## config.mk

```make
export PLATFORM = sky130hd
export DESIGN_NAME = xb_msg_sched
export DESIGN_NICKNAME = d
export VERILOG_FILES = /design/src/rtl/xb_msg_sched.sv
export SDC_FILE = /design/constraint.sdc
export NUM_CORES = 1
export LEC_CHECK = 0
export ABC_AREA = 1
export CAP_MARGIN = 5
export CORE_ASPECT_RATIO = 0.8
export CORE_UTILIZATION = 44
export CTS_CLUSTER_DIAMETER = 120
export DETAILED_ROUTE_END_ITERATION = 12
export HOLD_SLACK_MARGIN = 0.15
export PLACE_DENSITY = 0.85
export SLEW_MARGIN = 10
export SYNTH_ARGS = -nofsm -noshare
export SYNTH_HDL_FRONTEND = slang
export SYNTH_SLANG_ARGS = --single-unit
```

## constraint.sdc

```tcl
create_clock -name bus_clk -period 4.4 [get_ports bus_clk]
set_input_delay 0.66 -clock bus_clk [delete_from_list [all_inputs] [get_ports bus_clk]]
set_output_delay 0.66 -clock bus_clk [all_outputs]
set_load 0.01 [all_outputs]
```

## src/rtl/xb_msg_sched.sv

```systemverilog
// bus_clk-side scheduler for the PC<->FPGA message crossbar: splits inbound
// pixel words from coefficient bursts and round-robins outbound status words.
module xb_msg_sched #(
    parameter int XB_SIZE     = 32,
    parameter int COEFF_WORDS = 16,
    parameter int N_REQ       = 4
) (
    input  logic                     bus_clk,
    input  logic                     reset,
    input  logic                     cfg_enable,
    input  logic                     pc_msg_empty,
    input  logic [XB_SIZE-1:0]       pc_msg,
    output logic                     pc_msg_ack,
    input  logic                     pix_full,
    output logic                     pix_wren,
    input  logic                     dram_full,
    output logic                     dram_wren,
    output logic [XB_SIZE-1:0]       xb_dout,
    output logic                     coeff_done,
    input  logic [N_REQ-1:0]         req,
    input  logic [N_REQ*XB_SIZE-1:0] req_msg,
    output logic [N_REQ-1:0]         gnt,
    input  logic                     fpga_msg_full,
    output logic                     fpga_msg_valid,
    output logic [XB_SIZE-1:0]       fpga_msg
);

    localparam int CW = $clog2(COEFF_WORDS);
    localparam int PW = $clog2(N_REQ);

    localparam logic [0:0] S_IDLE  = 1'b0;
    localparam logic [0:0] S_COEFF = 1'b1;

    logic [0:0]         r_state;
    logic [CW-1:0]      r_word_ctr;
    logic               r_e_flag;
    logic               r_pix_wren;
    logic               r_dram_wren;
    logic               r_coeff_done;
    logic [XB_SIZE-1:0] r_xb_dout;

    logic [PW-1:0]      r_rr_ptr;
    logic [N_REQ-1:0]   r_gnt;
    logic               r_fpga_valid;
    logic [XB_SIZE-1:0] r_fpga_msg;

    logic               w_ack;
    logic [N_REQ-1:0]   w_req_m;
    logic               w_found;
    logic [PW-1:0]      w_win;
    logic [PW:0]        w_sum;
    logic [PW:0]        w_idx;
    logic [PW-1:0]      w_nxt_ptr;

    // Either full flag stalls the pop so a blocked path never loses a word.
    assign w_ack = !pc_msg_empty && !pix_full && !dram_full &&
                   !((r_state == S_IDLE) && !cfg_enable);

    assign pc_msg_ack     = w_ack;
    assign pix_wren       = r_pix_wren;
    assign dram_wren      = r_dram_wren;
    assign xb_dout        = r_xb_dout;
    assign coeff_done     = r_coeff_done;
    assign gnt            = r_gnt;
    assign fpga_msg_valid = r_fpga_valid;
    assign fpga_msg       = r_fpga_msg;

    // Inbound classifier: routes each popped word to the pixel or DRAM FIFO.
    always_ff @(posedge bus_clk or posedge reset) begin
        if (reset) begin
            r_state      <= S_IDLE;
            r_word_ctr   <= {CW{1'b0}};
            r_e_flag     <= 1'b0;
            r_pix_wren   <= 1'b0;
            r_dram_wren  <= 1'b0;
            r_coeff_done <= 1'b0;
            r_xb_dout    <= {XB_SIZE{1'b0}};
        end else begin
            r_pix_wren   <= 1'b0;
            r_dram_wren  <= 1'b0;
            r_coeff_done <= 1'b0;
            if (w_ack) begin
                r_xb_dout <= pc_msg;
                case (r_state)
                    S_IDLE: begin
                        if (pc_msg[0]) begin
                            r_dram_wren <= 1'b1;
                            r_word_ctr  <= {{(CW-1){1'b0}}, 1'b1};
                            r_e_flag    <= pc_msg[1];
                            r_state     <= S_COEFF;
                        end else begin
                            r_pix_wren  <= 1'b1;
                        end
                    end
                    S_COEFF: begin
                        // Inside a burst bit0 is payload, not a new start marker.
                        r_dram_wren <= 1'b1;
                        if (r_word_ctr == CW'(COEFF_WORDS - 1)) begin
                            r_word_ctr   <= {CW{1'b0}};
                            r_coeff_done <= r_e_flag;
                            r_state      <= S_IDLE;
                        end else begin
                            r_word_ctr   <= r_word_ctr + {{(CW-1){1'b0}}, 1'b1};
                        end
                    end
                    default: begin
                        r_state    <= S_IDLE;
                        r_word_ctr <= {CW{1'b0}};
                    end
                endcase
            end else begin
                r_xb_dout <= r_xb_dout;
            end
        end
    end

    // Round-robin search from r_rr_ptr; the just-granted requester is masked
    // for the cycle its gnt is visible, since its req has not dropped yet.
    always_comb begin
        w_req_m = req & ~r_gnt;
        w_found = 1'b0;
        w_win   = {PW{1'b0}};
        w_sum   = {(PW+1){1'b0}};
        w_idx   = {(PW+1){1'b0}};
        for (int k = 0; k < N_REQ; k++) begin
            w_sum   = {1'b0, r_rr_ptr} + (PW+1)'(k);
            w_idx   = (w_sum >= (PW+1)'(N_REQ)) ? (w_sum - (PW+1)'(N_REQ)) : w_sum;
            w_win   = (!w_found && w_req_m[w_idx[PW-1:0]]) ? w_idx[PW-1:0] : w_win;
            w_found = w_found | w_req_m[w_idx[PW-1:0]];
        end
        w_nxt_ptr = (w_win == PW'(N_REQ - 1)) ? {PW{1'b0}} : (w_win + {{(PW-1){1'b0}}, 1'b1});
    end

    // Outbound grant register: one word per cycle onto fpga_msg.
    always_ff @(posedge bus_clk or posedge reset) begin
        if (reset) begin
            r_rr_ptr     <= {PW{1'b0}};
            r_gnt        <= {N_REQ{1'b0}};
            r_fpga_valid <= 1'b0;
            r_fpga_msg   <= {XB_SIZE{1'b0}};
        end else begin
            if (!fpga_msg_full && w_found) begin
                r_gnt        <= {{(N_REQ-1){1'b0}}, 1'b1} << w_win;
                r_fpga_valid <= 1'b1;
                r_fpga_msg   <= req_msg[w_win*XB_SIZE +: XB_SIZE];
                r_rr_ptr     <= w_nxt_ptr;
            end else begin
                r_gnt        <= {N_REQ{1'b0}};
                r_fpga_valid <= 1'b0;
                r_fpga_msg   <= r_fpga_msg;
                r_rr_ptr     <= r_rr_ptr;
            end
        end
    end

endmodule

```

==> metrics.txt <==
Area contributors post-synth dfrtp_1 (41%), nand2_1 (29%), nand3_1 (12%), inv_1 (6.6%), buf_4 (2.2%); cell class contributing the biggest share of worst-path delay buffers and inverters; layout cell share with drive strength beyond 1 0.0393; cts repair resizes 0; depth of the CTS H-tree 3; status completed; WL/cell 14.1 um; post-DP HPWL 11000 um; port bufs 243; core area 10500 um^2; final worst setup slack 1.43 ns; largest net degree at the start of global routing 65; Post-Synthesis Cells 741; CTS Buf Count 9; number of max-cap violations 0; final net count 1135; worst min path class flop to flop; crit start category input pin; Tmin final 2.97 ns; Period Utilization, post-route 0.675; grt met3 use 0.0551; area grow syn2layout 55.9%; clock transition at the registers of the reported paths 0.06 ns; post-place setup slack 1.19 ns; total track usage 0.273; CP Max Fanout 35; Avg Cell Area, Syn 6.55 um^2; Achievable Freq 337 MHz; syn nets 914; Yosys top cell by area dfrtp_1; met1 Usage GRT 0.341; Yosys cell types 27; combinational power share 0.626; remaining antenna violation count 0; crit path max-delay cell type clkdlybuf4s50_1; Max-Slew Margin vs Limit 0.293; Overflow after GRT 0; Sw Share 0.477; via count 5401; initial antenna violation count 1; #FFs+latches synth 80; Most Frequent Cell on Critical Path clkdlybuf4s50_1; Post-CTS Setup Bufs 0; GPL Wtd Cong 0.910; Crit path buffers/inverters 4; Starting Density 0.463; crit-path cells clkdlybuf4s50_1, or2_2, nand3_2, buf_4, inv_1, clkdlybuf4s50_1; YS warnings 0; crit-path max cell delay 0.49 ns; DRC 0; Pleak 4.00 nW; DR iter-0 viols 354; cell-internal power 0.00278 W; clk root buf clkbuf_16; Die Wd 119 um; Flop pwr share 0.224; Ports 244; RSZ-0062 raised after global routing no; first-pass GRT wire length 24700 um; Cell Area, Synth 4850 um^2; post-synthesis sequential area ratio 0.413; vias per cell 4.88; Crit. End Element primary output; worst skew pair latency 0.33 ns; slack of the worst reg-to-reg path 1.63 ns; Yosys top cell area share 0.413; site row count 33; Slew Limit Fails 0; GRT met2 Usage 0.484; clk sinks 80; worst slew pin tran 1.06 ns; Worst EP required 3.74 ns; first-pass detailed-route iteration total 5; antenna cell count 0; wire length after detailed routing 15600 um; Max IR drop VDD 0.441 mV; Layout Skew 0.00288 ns; Die Area 11500 um^2; fillcell total 887; Clock Tree Buf Depth 2; gr busiest metal met2; CTS Hold Bufs 0; clock network power share 0.150; Die Y 95.9 um; Hold Vio Cnt, Final 0; vias in the first global route 5189; switching power 0.00253 W; final setup violation count 0; Total Neg Setup Slack 0 ns; worst path arrival time 2.31 ns; CTS tree done; PD cells 702 nW/um^2; classification of the worst setup path input pin to primary output
-- power groups by stage --
stage	Sequential, W	Clock [W]	Combinational, W
floorplan	0.00126	0	0.00237
global placement	0.00119	0	0.00325
detailed placement	0.00119	0	0.00332
CTS	0.00119	0.000810	0.00333
global route	0.00122	0.000843	0.00374
finish	0.00119	0.000796	0.00332
-- worst paths after layout --
check,startpoint,to,cells past startpoint
max,cfg_enable,pc_msg_ack,6
min,xb_dout[12]$_DFFE_PP0P_,xb_dout[12]$_DFFE_PP0P_,2
max reg2reg,r_rr_ptr[0]$_DFFE_PP0P_,fpga_msg[14]$_DFFE_PP0P_,14
min reg2reg,xb_dout[12]$_DFFE_PP0P_,xb_dout[12]$_DFFE_PP0P_,2
max in group asynchronous,reset,xb_dout[12]$_DFFE_PP0P_,3
min in group asynchronous,reset,xb_dout[3]$_DFFE_PP0P_,2
-- cell usage in the layout, fill, tap and decap left out --
master,count
a21oi_4,1
a21oi_1,2
a22o_1,1
ha_1,2
nand4_1,1
clkinv_2,1
clkinvlp_4,2
o21ai_2,1
nor4_1,1
clkbuf_16,9
inv_4,1
inv_6,2
clkinv_1,1
inv_2,2
or2_2,1
nand2_2,4
nand2_1,376
nand3_1,113
o21ai_0,5
bufinv_16,2
nor2_1,13
inv_1,84
nand3_2,3
nand2_4,1
buf_4,8
nor3_1,4
clkdlybuf4s50_1,243
dfrtp_1,80
a211oi_1,1
a21o_1,1
-- logic make-up (layout without fill, tap and decap cells) --
| logic type | Yosys count | in the layout | synth area share |
|---|---|---|---|
| compound gates | 12 | 12 | 0.0150 |
| buf+inv | 130 | 355 | 0.128 |
| simple gates | 517 | 517 | 0.439 |
| fa+ha+maj | 2 | 2 | 0.00516 |
| flops | 80 | 80 | 0.413 |
-- layer usage --
metal,share of wire,vias to the layer above
li1,-,2691
met1,0.42,2465
met4,0.020,0
met5,0,-
met2,0.48,222
met3,0.077,23
-- worst min-delay path, delay by kind of cell (launching register included) --
family,cells,cell delay (ns)
DFF,1,0.34
and+or+nand+nor,2,0.10
-- cell usage after synthesis, drive strengths merged --
| cell type | instances |
|---|---|
| nor3 | 4 |
| buf | 36 |
| or2 | 1 |
| a22o | 1 |
| o21ai | 6 |
| dfrtp | 80 |
| nor2 | 13 |
| nand4 | 1 |
| a21o | 1 |
| clkinv | 1 |
| nand3 | 116 |
| a21oi | 3 |
| inv | 88 |
| nand2 | 381 |
| clkbuf | 5 |
| nor4 | 1 |
| ha | 2 |
| a211oi | 1 |
-- final cells by class --
cell class,instances,area (um^2),share of cell area
Timing Repair Buffer,251,2490,0.329
Tap cell,140,175,0.0232
Multi-Input combinational cell,531,2240,0.296
Clock inverter,6,92.6,0.0122
Sequential cell,80,2000,0.265
Inverter,89,338,0.0447
Clock buffer,9,225,0.0298
-- registers in the layout, indices dropped and copies added (netlist names) --
| signal | count |
|---|---|
| fpga_msg | 32 |
| xb_dout | 32 |
| gnt | 4 |
| r_word_ctr | 4 |
| r_rr_ptr | 2 |
| coeff_done | 1 |
| dram_wren | 1 |
| fpga_msg_valid | 1 |
| pix_wren | 1 |
| r_e_flag | 1 |
| r_state | 1 |
-- metrics by stage --
| stage | utilization | hold WS, ns | instances | total power, W | area [um^2] |
|---|---|---|---|---|---|
| after global placement | 0.691 | 0.461 | 1091 | 0.00443 | 7250 |
| final | 0.721 | 0.476 | 1106 | 0.00531 | 7560 |
| after floorplan | - | 0.457 | 741 | 0.00363 | 4850 |
| after global routing | 0.721 | 0.492 | 1106 | 0.00580 | 7560 |
| after detailed placement | 0.691 | 0.464 | 1091 | 0.00451 | 7250 |
| after CTS | 0.721 | 0.481 | 1106 | 0.00533 | 7560 |
Power figures use the tool's default switching activity.
==> edit: new RTL, same flow settings <==
Reset style: synchronous (`reset`), changed in 2 clocked blocks.
--- a/src/rtl/xb_msg_sched.sv
+++ b/src/rtl/xb_msg_sched.sv
@@ -67,5 +67,5 @@
 
     // Inbound classifier: routes each popped word to the pixel or DRAM FIFO.
-    always_ff @(posedge bus_clk or posedge reset) begin
+    always_ff @(posedge bus_clk) begin
         if (reset) begin
             r_state      <= S_IDLE;
@@ -133,5 +133,5 @@
 
     // Outbound grant register: one word per cycle onto fpga_msg.
-    always_ff @(posedge bus_clk or posedge reset) begin
+    always_ff @(posedge bus_clk) begin
         if (reset) begin
             r_rr_ptr     <= {PW{1'b0}};
Formal check against the unedited RTL: differs if reset is asserted again (counterexample within 4 cycles, from zero or initial values and one cycle with reset high); with reset held inactive, the same outputs for 4 cycles.
==> edit against the original RTL <==
- global-route usage rose by 0.20 points
- sequential cell count unchanged
- synthesized area increased by 1.2%
- worst setup slack better by 0.24 ns
- fmax grew 8.7%
- routed wire length grew 3.5%
- total power fell by 21%
- design area grew 1.0%
- sequential power down 19%
- critical path type is now in -> reg
- largest cell class unchanged
==> edit: results (changes against the original RTL) <==
status=finished clean; DR vias=5899 (+9.2%); worst r2r src=r_rr_ptr[0]$_SDFFE_PP0P_; Syn Nets=999 (+9.3%); Hold EP=xb_dout[4]$_SDFFE_PP0N_; Leak=3.72 nW (-7.0%); # fillers=942 (+6.2%); Cell Area, Placed=0.00732 mm2 (+0.95%); reg2reg setup slack=1.87 ns (+0.24 ns); Synth async-reset ratio=0 (-1.00); share of cells above drive strength 1=0.0375 (-0.00184); DP HPWL=11.1 mm (+1.2%); Global Route Usage Sum=0.275 (+0.00196); post-synth cell types=22 (-19%); sequential share of the synthesized area=0.326 (-0.0866); worst-case clock skew=0.00669 ns (+0.00381 ns); Int Power=2.31 mW (-17%); Slew @ Worst Pin=0.987 ns (-0.0731 ns); vias in the first global route=5218 (+0.56%); critical register-to-register path endpoint=fpga_msg[29]$_SDFFE_PP0P_; pre-CTS WS=1.36 ns (+0.164 ns); synth cell count leaders=nand2_1 (204), inv_1 (169), nand3_1 (114); gpl congestion=0.901 (-1.0%); Critical Path AT=3.01 ns (+0.70 ns); Max VDD drop=0.440 mV (-0.24%); Post-Route WL=16.1 mm (+3.5%); initial antenna violation count=0 (-1)
-- edit: logic make-up (layout without fill, tap and decap cells) --
kind of cell	Yosys count	after routing	synth area share
AOI/OAI and AO/OA	45	45	0.0466
xor gates and xnor gates	1	1	0.00178
adders and majority gates	1	1	0.00255
buffers and inverters	230	443	0.194
DFF	80	80	0.326
and+or+nand+nor	470	470	0.429
-- edit: how the worst max path moves through the flow --
stage	end	startpoint	depth (start not counted)
6_report	fpga_msg[29]$_SDFFE_PP0P_	req[1]	12
5_1_grt	fpga_msg[1]$_SDFFE_PP0P_	req[1]	12
4_1_cts	pc_msg_ack	cfg_enable	5
3_5_place_dp	fpga_msg[29]$_SDFFE_PP0P_	req[1]	12
3_3_place_gp	fpga_msg[0]$_SDFFE_PP0P_	req[2]	15
2_1_floorplan	pc_msg_ack	cfg_enable	4
-- edit: critical path, cell delays in order --
cell and delay, ns:
clkdlybuf4s50_1 0.48, nand3_1 0.13, nand3_1 0.13, nand2_1 0.13, nand4_1 0.20, nand2_1 0.13
inv_2 0.48, buf_4 0.36, nor2_1 0.07, nor2_1 0.09, nand2_1 0.07, inv_1 0.05
-- edit: area by class of cell --
| cell class | instances | area, um2 | share of cell area |
|---|---|---|---|
| timing repair buffer | 253 | 2510 | 0.329 |
| multi-input combinational | 517 | 2360 | 0.309 |
| sequential | 80 | 1600 | 0.210 |
| inverter | 174 | 656 | 0.0858 |
| clock buffer | 13 | 280 | 0.0367 |
| tap | 144 | 180 | 0.0236 |
| clock inverter | 3 | 46.3 | 0.00606 |
-- edit: metrics by stage --
stage,std cells,util
2_1_floorplan,827,-
3_3_place_gp,1168,0.674
3_5_place_dp,1168,0.674
4_1_cts,1184,0.704
5_1_grt,1184,0.704
6_report,1184,0.704
-- edit: routing by layer --
metal  global-route usage  share of wire
met1                0.360           0.44
met2                0.466           0.48
met3               0.0540          0.064
met4               0.0719          0.019
met5                    0              0
-- edit: power groups by stage --
stage,registers (mW),clock network [mW],logic [mW]
4_1_cts,0.959,0.812,2.42
2_1_floorplan,1.02,0,1.65
3_5_place_dp,0.971,0,2.40
6_report,0.960,0.800,2.42
5_1_grt,0.979,0.845,2.71
3_3_place_gp,0.974,0,2.37
